`config.mk`:
```
export PLATFORM = sky130hd
export DESIGN_NAME = sync_fifo
export DESIGN_NICKNAME = d
export VERILOG_FILES = /design/src/rtl/sync_fifo_pkg.sv /design/src/rtl/sync_fifo_mem.sv /design/src/rtl/sync_fifo.sv
export SDC_FILE = /design/constraint.sdc
export NUM_CORES = 1
export LEC_CHECK = 0
export CORE_UTILIZATION = 33
export DETAILED_ROUTE_END_ITERATION = 12
export PLACE_DENSITY = 0.59
export REMOVE_ABC_BUFFERS = 1
export SLEW_MARGIN = 25
export SYNTH_ARGS = -nofsm -noshare
export SYNTH_HDL_FRONTEND = slang
export SYNTH_SLANG_ARGS = --single-unit
```
`constraint.sdc`:
```
create_clock -name clk -period 3.74 [get_ports clk]
set_clock_uncertainty 0.15 [all_clocks]
set_input_delay 0.374 -clock clk [delete_from_list [all_inputs] [get_ports clk]]
set_output_delay 0.374 -clock clk [all_outputs]
set_load 0.01 [all_outputs]
```
`src/rtl/sync_fifo_pkg.sv`:
```
// Shared constants and sizing helper for the synchronous FIFO.
package sync_fifo_pkg;

  localparam int DSIZE_DEFAULT = 8;
  localparam int ASIZE_DEFAULT = 4;

  // Occupancy runs 0..2**asize inclusive, so it needs one bit more than the pointers.
  function automatic int count_width(input int asize);
    return asize + 1;
  endfunction

endpackage

```
`src/rtl/sync_fifo_mem.sv`:
```
// FIFO storage: one synchronous write port and one read port.
// SYNC_FIFO_FWFT_EN selects a combinational read port; otherwise the read is registered.
module sync_fifo_mem
  import sync_fifo_pkg::*;
#(
  parameter int DSIZE = DSIZE_DEFAULT,
  parameter int ASIZE = ASIZE_DEFAULT
) (
  input  logic             clk,
  input  logic             rst,
  input  logic             we_i,
  input  logic [ASIZE-1:0] waddr_i,
  input  logic [DSIZE-1:0] wdata_i,
  input  logic             re_i,
  input  logic [ASIZE-1:0] raddr_i,
  output logic [DSIZE-1:0] rdata_o
);

  localparam int DEPTH = 1 << ASIZE;

  logic [DSIZE-1:0] mem_q [DEPTH];

  // Array contents survive reset; only the pointers in the controller are cleared.
  always_ff @(posedge clk) begin
    if (we_i) begin
      mem_q[waddr_i] <= wdata_i;
    end
  end

`ifdef SYNC_FIFO_FWFT_EN
  logic unused_rd;
  assign unused_rd = re_i ^ rst;
  assign rdata_o   = mem_q[raddr_i];
`else
  logic [DSIZE-1:0] rdata_q;

  always_ff @(posedge clk) begin
    if (rst) begin
      rdata_q <= '0;
    end else if (re_i) begin
      rdata_q <= mem_q[raddr_i];
    end
  end

  assign rdata_o = rdata_q;
`endif

endmodule

```
`src/rtl/sync_fifo.sv`:
```
// Single-clock FIFO controller with registered status flags and sticky error flags.
// SYNC_FIFO_FWFT_EN selects first-word-fall-through reads; flags and count are mode-independent.
module sync_fifo
  import sync_fifo_pkg::*;
#(
  parameter int DSIZE    = DSIZE_DEFAULT,
  parameter int ASIZE    = ASIZE_DEFAULT,
  parameter int AF_LEVEL = (1 << ASIZE) - 2,
  parameter int AE_LEVEL = 2
) (
  input  logic                           clk,
  input  logic                           rst,
  input  logic                           win,
  input  logic [DSIZE-1:0]               wdata,
  input  logic                           rout,
  output logic [DSIZE-1:0]               rdata,
  output logic                           wfull,
  output logic                           rempty,
  output logic                           walmost_full,
  output logic                           ralmost_empty,
  output logic [count_width(ASIZE)-1:0]  count,
  input  logic                           err_clr,
  output logic                           overflow,
  output logic                           underflow
);

  localparam int              CW     = count_width(ASIZE);
  localparam logic [CW-1:0]   DEPTH  = CW'(1 << ASIZE);
  localparam logic [CW-1:0]   AF_THR = CW'(AF_LEVEL);
  localparam logic [CW-1:0]   AE_THR = CW'(AE_LEVEL);

  logic [ASIZE-1:0] wptr_q, wptr_d;
  logic [ASIZE-1:0] rptr_q, rptr_d;
  logic [CW-1:0]    count_q, count_d;
  logic             wfull_q, rempty_q, afull_q, aempty_q;
  logic             overflow_q, overflow_d;
  logic             underflow_q, underflow_d;
  logic             wr_acc, rd_acc;

  // Acceptance looks only at the registered flags, so a full FIFO rejects a write
  // even when a read frees a slot on the same edge.
  assign wr_acc = win  && !wfull_q;
  assign rd_acc = rout && !rempty_q;

  always_comb begin
    wptr_d      = wptr_q;
    rptr_d      = rptr_q;
    count_d     = count_q;
    overflow_d  = overflow_q;
    underflow_d = underflow_q;

    if (wr_acc) wptr_d = wptr_q + 1'b1;
    if (rd_acc) rptr_d = rptr_q + 1'b1;

    case ({wr_acc, rd_acc})
      2'b10:   count_d = count_q + 1'b1;
      2'b01:   count_d = count_q - 1'b1;
      default: count_d = count_q;
    endcase

    // A fresh error event outranks a clear arriving in the same cycle.
    if (win && wfull_q)    overflow_d = 1'b1;
    else if (err_clr)      overflow_d = 1'b0;
    if (rout && rempty_q)  underflow_d = 1'b1;
    else if (err_clr)      underflow_d = 1'b0;
  end

  always_ff @(posedge clk) begin
    if (rst) begin
      wptr_q      <= '0;
      rptr_q      <= '0;
      count_q     <= '0;
      wfull_q     <= 1'b0;
      rempty_q    <= 1'b1;
      afull_q     <= 1'b0;
      aempty_q    <= 1'b1;
      overflow_q  <= 1'b0;
      underflow_q <= 1'b0;
    end else begin
      wptr_q      <= wptr_d;
      rptr_q      <= rptr_d;
      count_q     <= count_d;
      wfull_q     <= (count_d == DEPTH);
      rempty_q    <= (count_d == '0);
      afull_q     <= (count_d >= AF_THR);
      aempty_q    <= (count_d <= AE_THR);
      overflow_q  <= overflow_d;
      underflow_q <= underflow_d;
    end
  end

  sync_fifo_mem #(
    .DSIZE (DSIZE),
    .ASIZE (ASIZE)
  ) u_mem (
    .clk     (clk),
    .rst     (rst),
    .we_i    (wr_acc),
    .waddr_i (wptr_q),
    .wdata_i (wdata),
    .re_i    (rd_acc),
    .raddr_i (rptr_q),
    .rdata_o (rdata)
  );

  assign count         = count_q;
  assign wfull         = wfull_q;
  assign rempty        = rempty_q;
  assign walmost_full  = afull_q;
  assign ralmost_empty = aempty_q;
  assign overflow      = overflow_q;
  assign underflow     = underflow_q;

endmodule

```
==> summary.txt <==
Clock tree
  – Clock Tree Buf Depth: 2
  – CTS tree: built
  – Clock Latency Late Sink: 0.43 ns
  – TritonCTS Sinks: 155
  – Post-CTS resize count: 0
  – CTS H-tree depth: 4
  – Num CTS Buffers: 17
  – Hold Buf Count CTS: 0
  – Post-CTS Setup Repair Bufs: 0
  – Root Driver: clkbuf_16
  – Reg clk slew, reported paths: 0.06 ns

Setup path
  – Startpoint Class: primary input
  – Critical Path RT: 3.91 ns
  – Origin of the worst setup path: win
  – Slowest cell on crit path: or4_4
  – CP most frequent cell: a21o_1
  – Critical Path Max Stage Delay: 0.53 ns
  – Reg2reg end: ralmost_empty
  – R2r worst-path depth: 10
  – Critical path peak fanout: 7
  – Worst Path Arrival: 2.99 ns
  – CP endpoint kind: flip-flop
  – Buf/Inv on CP: 2
  – R2R Setup Slk: 1.05 ns
  – Crit Path Class: primary input to flip-flop
  – Worst r2r src: rempty
  – Worst path cell trace: clkdlybuf4s50_1 -> nor2b_1 -> clkinv_1 -> nand2_1 -> xnor2_1 -> ha_1 -> a21o_1 -> a21o_1 -> or4_4 -> and2_4 -> a41o_1
  – CP top delay family: simple AND/OR/NAND/NOR gates

GRT
  – GRT met2 Usage: 22.9%
  – Gr usage total: 14.2%
  – GR peak layer: met2
  – Vias in the first global route: 3242
  – GRT overflow: 0
  – Met3 Use GR: 3.22%
  – Largest net degree at the start of global routing: 36
  – M1 GR Usage: 18.1%
  – Initial antenna violation count: 0
  – First-pass GRT wire length: 18.9 mm

STA
  – Post-route setup TNS: 0 ns
  – Min Tclk post-route: 2.82 ns
  – Least-Margin Pin Slew: 0.943 ns
  – Final Hold Viols: 0
  – Final period util: 75.5%
  – RSZ-0062 raised after global routing: false
  – Slew Viols, Final: 0
  – Max Clock Freq: 0.354 GHz
  – Setup-violating endpoint count in the final report: 0
  – Hold WS: 0.336 ns
  – Rel. slew slack: 36.9%

Worst hold path
  – Hold_sp: u_mem.rdata_o[7]
  – Hold Path Class: flip-flop to flip-flop
  – Hold EP: u_mem.rdata_o[7]
  – WHS Path Cells: 2

Power and ir drop
  – Gate power share: 11.5%
  – Pwr/cell area: 565 mW/mm²
  – Static Leak: 2.39 nW
  – Clock power share: 41.1%
  – Sw frac: 23.6%
  – Peak VDD IR: 0.000315 V
  – Internal: 3.16 mW
  – Psw: 976 µW
  – Reg power frac: 47.4%

Detailed routing
  – Starting DRC count in detailed routing: 244
  – Routed WL per cell: 19.1 µm
  – Drt first pass iters: 4
  – ANT nets after route: 0
  – Drt drc: 0
  – Final wirelength: 12.2 mm
  – Vias per std cell: 5.00
  – Vias: 3196

Placed design
  – Buffers on Ports: 31
  – DP Wirelength: 7.67 mm
  – Global placer's final weighted congestion: 0.773

Synth
  – FFs w/ async S/R, synth: 0%
  – Yosys top cell by area: edfxtp_1
  – Post-synthesis cell area: 0.00610 mm²
  – Top cells by area, synth: edfxtp_1, mux4_2, dfxtp_1
  – Mapped Cells: 353
  – Synth top area share: 63.0%
  – EDFF count, synth: 128
  – Avg Cell Area, Syn: 17.3 µm²
  – Seq cells post-synth: 155
  – Syn. warnings: 0
  – Seq/Total Area, Yosys: 71.9%
  – Cell variety after synth: 41
  – Top FF cell, synth: edfxtp_1

Cells and area
  – Area Growth Syn to Fin: 20.0%
  – N_diodes: 0
  – Share of layout cells above drive strength 1: 20.7%
  – Post-layout nets: 417
  – Core Util, Final: 40.6%
  – Number of fill cells: 1646

Floorplanning
  – DIE HEIGHT: 138 µm
  – DIE AREA: 0.0190 mm²
  – Io pins: 32
  – Core Box Area: 0.0180 mm²
  – Standard-cell rows: 49
  – Chip Width: 138 µm
  – Initial Util: 33.8%

Status
  – Outcome: complete, no violations

Flow run
  – Max cap viols: 0
## cell usage after synthesis (all sizes together) (5+ instances only)
| library cell | n |
|---|---|
| clkbuf | 10 |
| nor2 | 33 |
| buf | 11 |
| nand2 | 11 |
| dfxtp | 27 |
| edfxtp | 128 |
| a22oi | 19 |
| ha | 7 |
| a21oi | 21 |
| nor3 | 7 |
| xor2 | 5 |
| mux4 | 32 |
## sequential cells by signal, summed over array words and instances (netlist names)
name and cells:
u_mem.mem_q 128, u_mem.rdata_o 8, count 5, rptr_q 4, wptr_q 4, overflow 1, ralmost_empty 1, rempty 1
underflow 1, walmost_full 1, wfull 1
## cells by family after synthesis
kind of cell	Yosys count	share of synthesized area [%]
and+or+nand+nor	69	5.46
muxes	34	12.1
buffers and inverters	27	2.09
xor gates and xnor gates	9	1.29
DFF	155	71.9
adders and majority gates	7	1.44
AOI/OAI and AO/OA	52	5.70
## worst max path at each step
stage | endpoint | depth (start not counted)
after detailed placement | ralmost_empty | 11
after global routing | rempty | 11
after CTS | ralmost_empty | 11
after global placement | rempty | 11
final | ralmost_empty | 11
after floorplan | ralmost_empty | 10
## worst register-to-register path, cell delays in order (launching register included)
cell and delay [ns]:
dfxtp_1 0.33, or2b_1 0.27, clkinv_4 0.10, nand2_1 0.08, xnor2_1 0.13, ha_1 0.21, a21o_1 0.19, a21o_1 0.18
or4_4 0.53, and2_4 0.19, a41o_1 0.22
## stage by stage
step	power, mW	instances	worst slack, ns	area (µm²)
after floorplan	2.29	332	0.768	6000
after global placement	2.47	607	0.571	6720
after detailed placement	2.48	607	0.495	6720
after CTS	4.18	639	0.920	7320
after global routing	4.29	639	0.789	7320
final	4.14	639	0.915	7320
## power by group through the flow
| stage | Sequential [mW] | Clock [mW] | Combinational, mW |
|---|---|---|---|
| 2_1_floorplan | 2.04 | 0 | 0.252 |
| 3_3_place_gp | 1.99 | 0 | 0.472 |
| 3_5_place_dp | 2.00 | 0 | 0.484 |
| 4_1_cts | 1.96 | 1.73 | 0.486 |
| 5_1_grt | 1.97 | 1.80 | 0.521 |
| 6_report | 1.96 | 1.70 | 0.477 |
## per-layer routing
| metal | vias up | wire, µm |
|---|---|---|
| li1 | 1480 | - |
| met1 | 1634 | 5370 |
| met2 | 67 | 6210 |
| met3 | 15 | 443 |
| met4 | 0 | 199 |
| met5 | - | 0 |
## layout by cell type (no fill, tap or decap), types with 3 or more instances in the layout
cell,count
clkdlybuf4s50_1,31
a21oi_1,20
nor2b_1,3
nand2b_1,4
inv_1,4
clkbuf_16,17
a22oi_1,19
mux4_2,32
dfxtp_1,26
nor2_1,33
nand2_1,11
buf_4,14
edfxtp_1,128
inv_6,3
nor3_1,6
xnor2_1,4
xor2_1,5
a21o_1,4
ha_1,7
clkinv_4,4
## area by class of cell
| cell class | count | area (µm²) | area share [%] |
|---|---|---|---|
| inverters | 6 | 27.5 | 0.376 |
| clock buffers | 18 | 429 | 5.87 |
| well taps | 229 | 287 | 3.92 |
| flip-flops and latches | 155 | 4390 | 59.9 |
| multi-input cells | 171 | 1590 | 21.7 |
| clock inverters | 14 | 165 | 2.26 |
| repair buffers | 46 | 435 | 5.95 |
No activity file was read; power rests on OpenSTA's default activity.
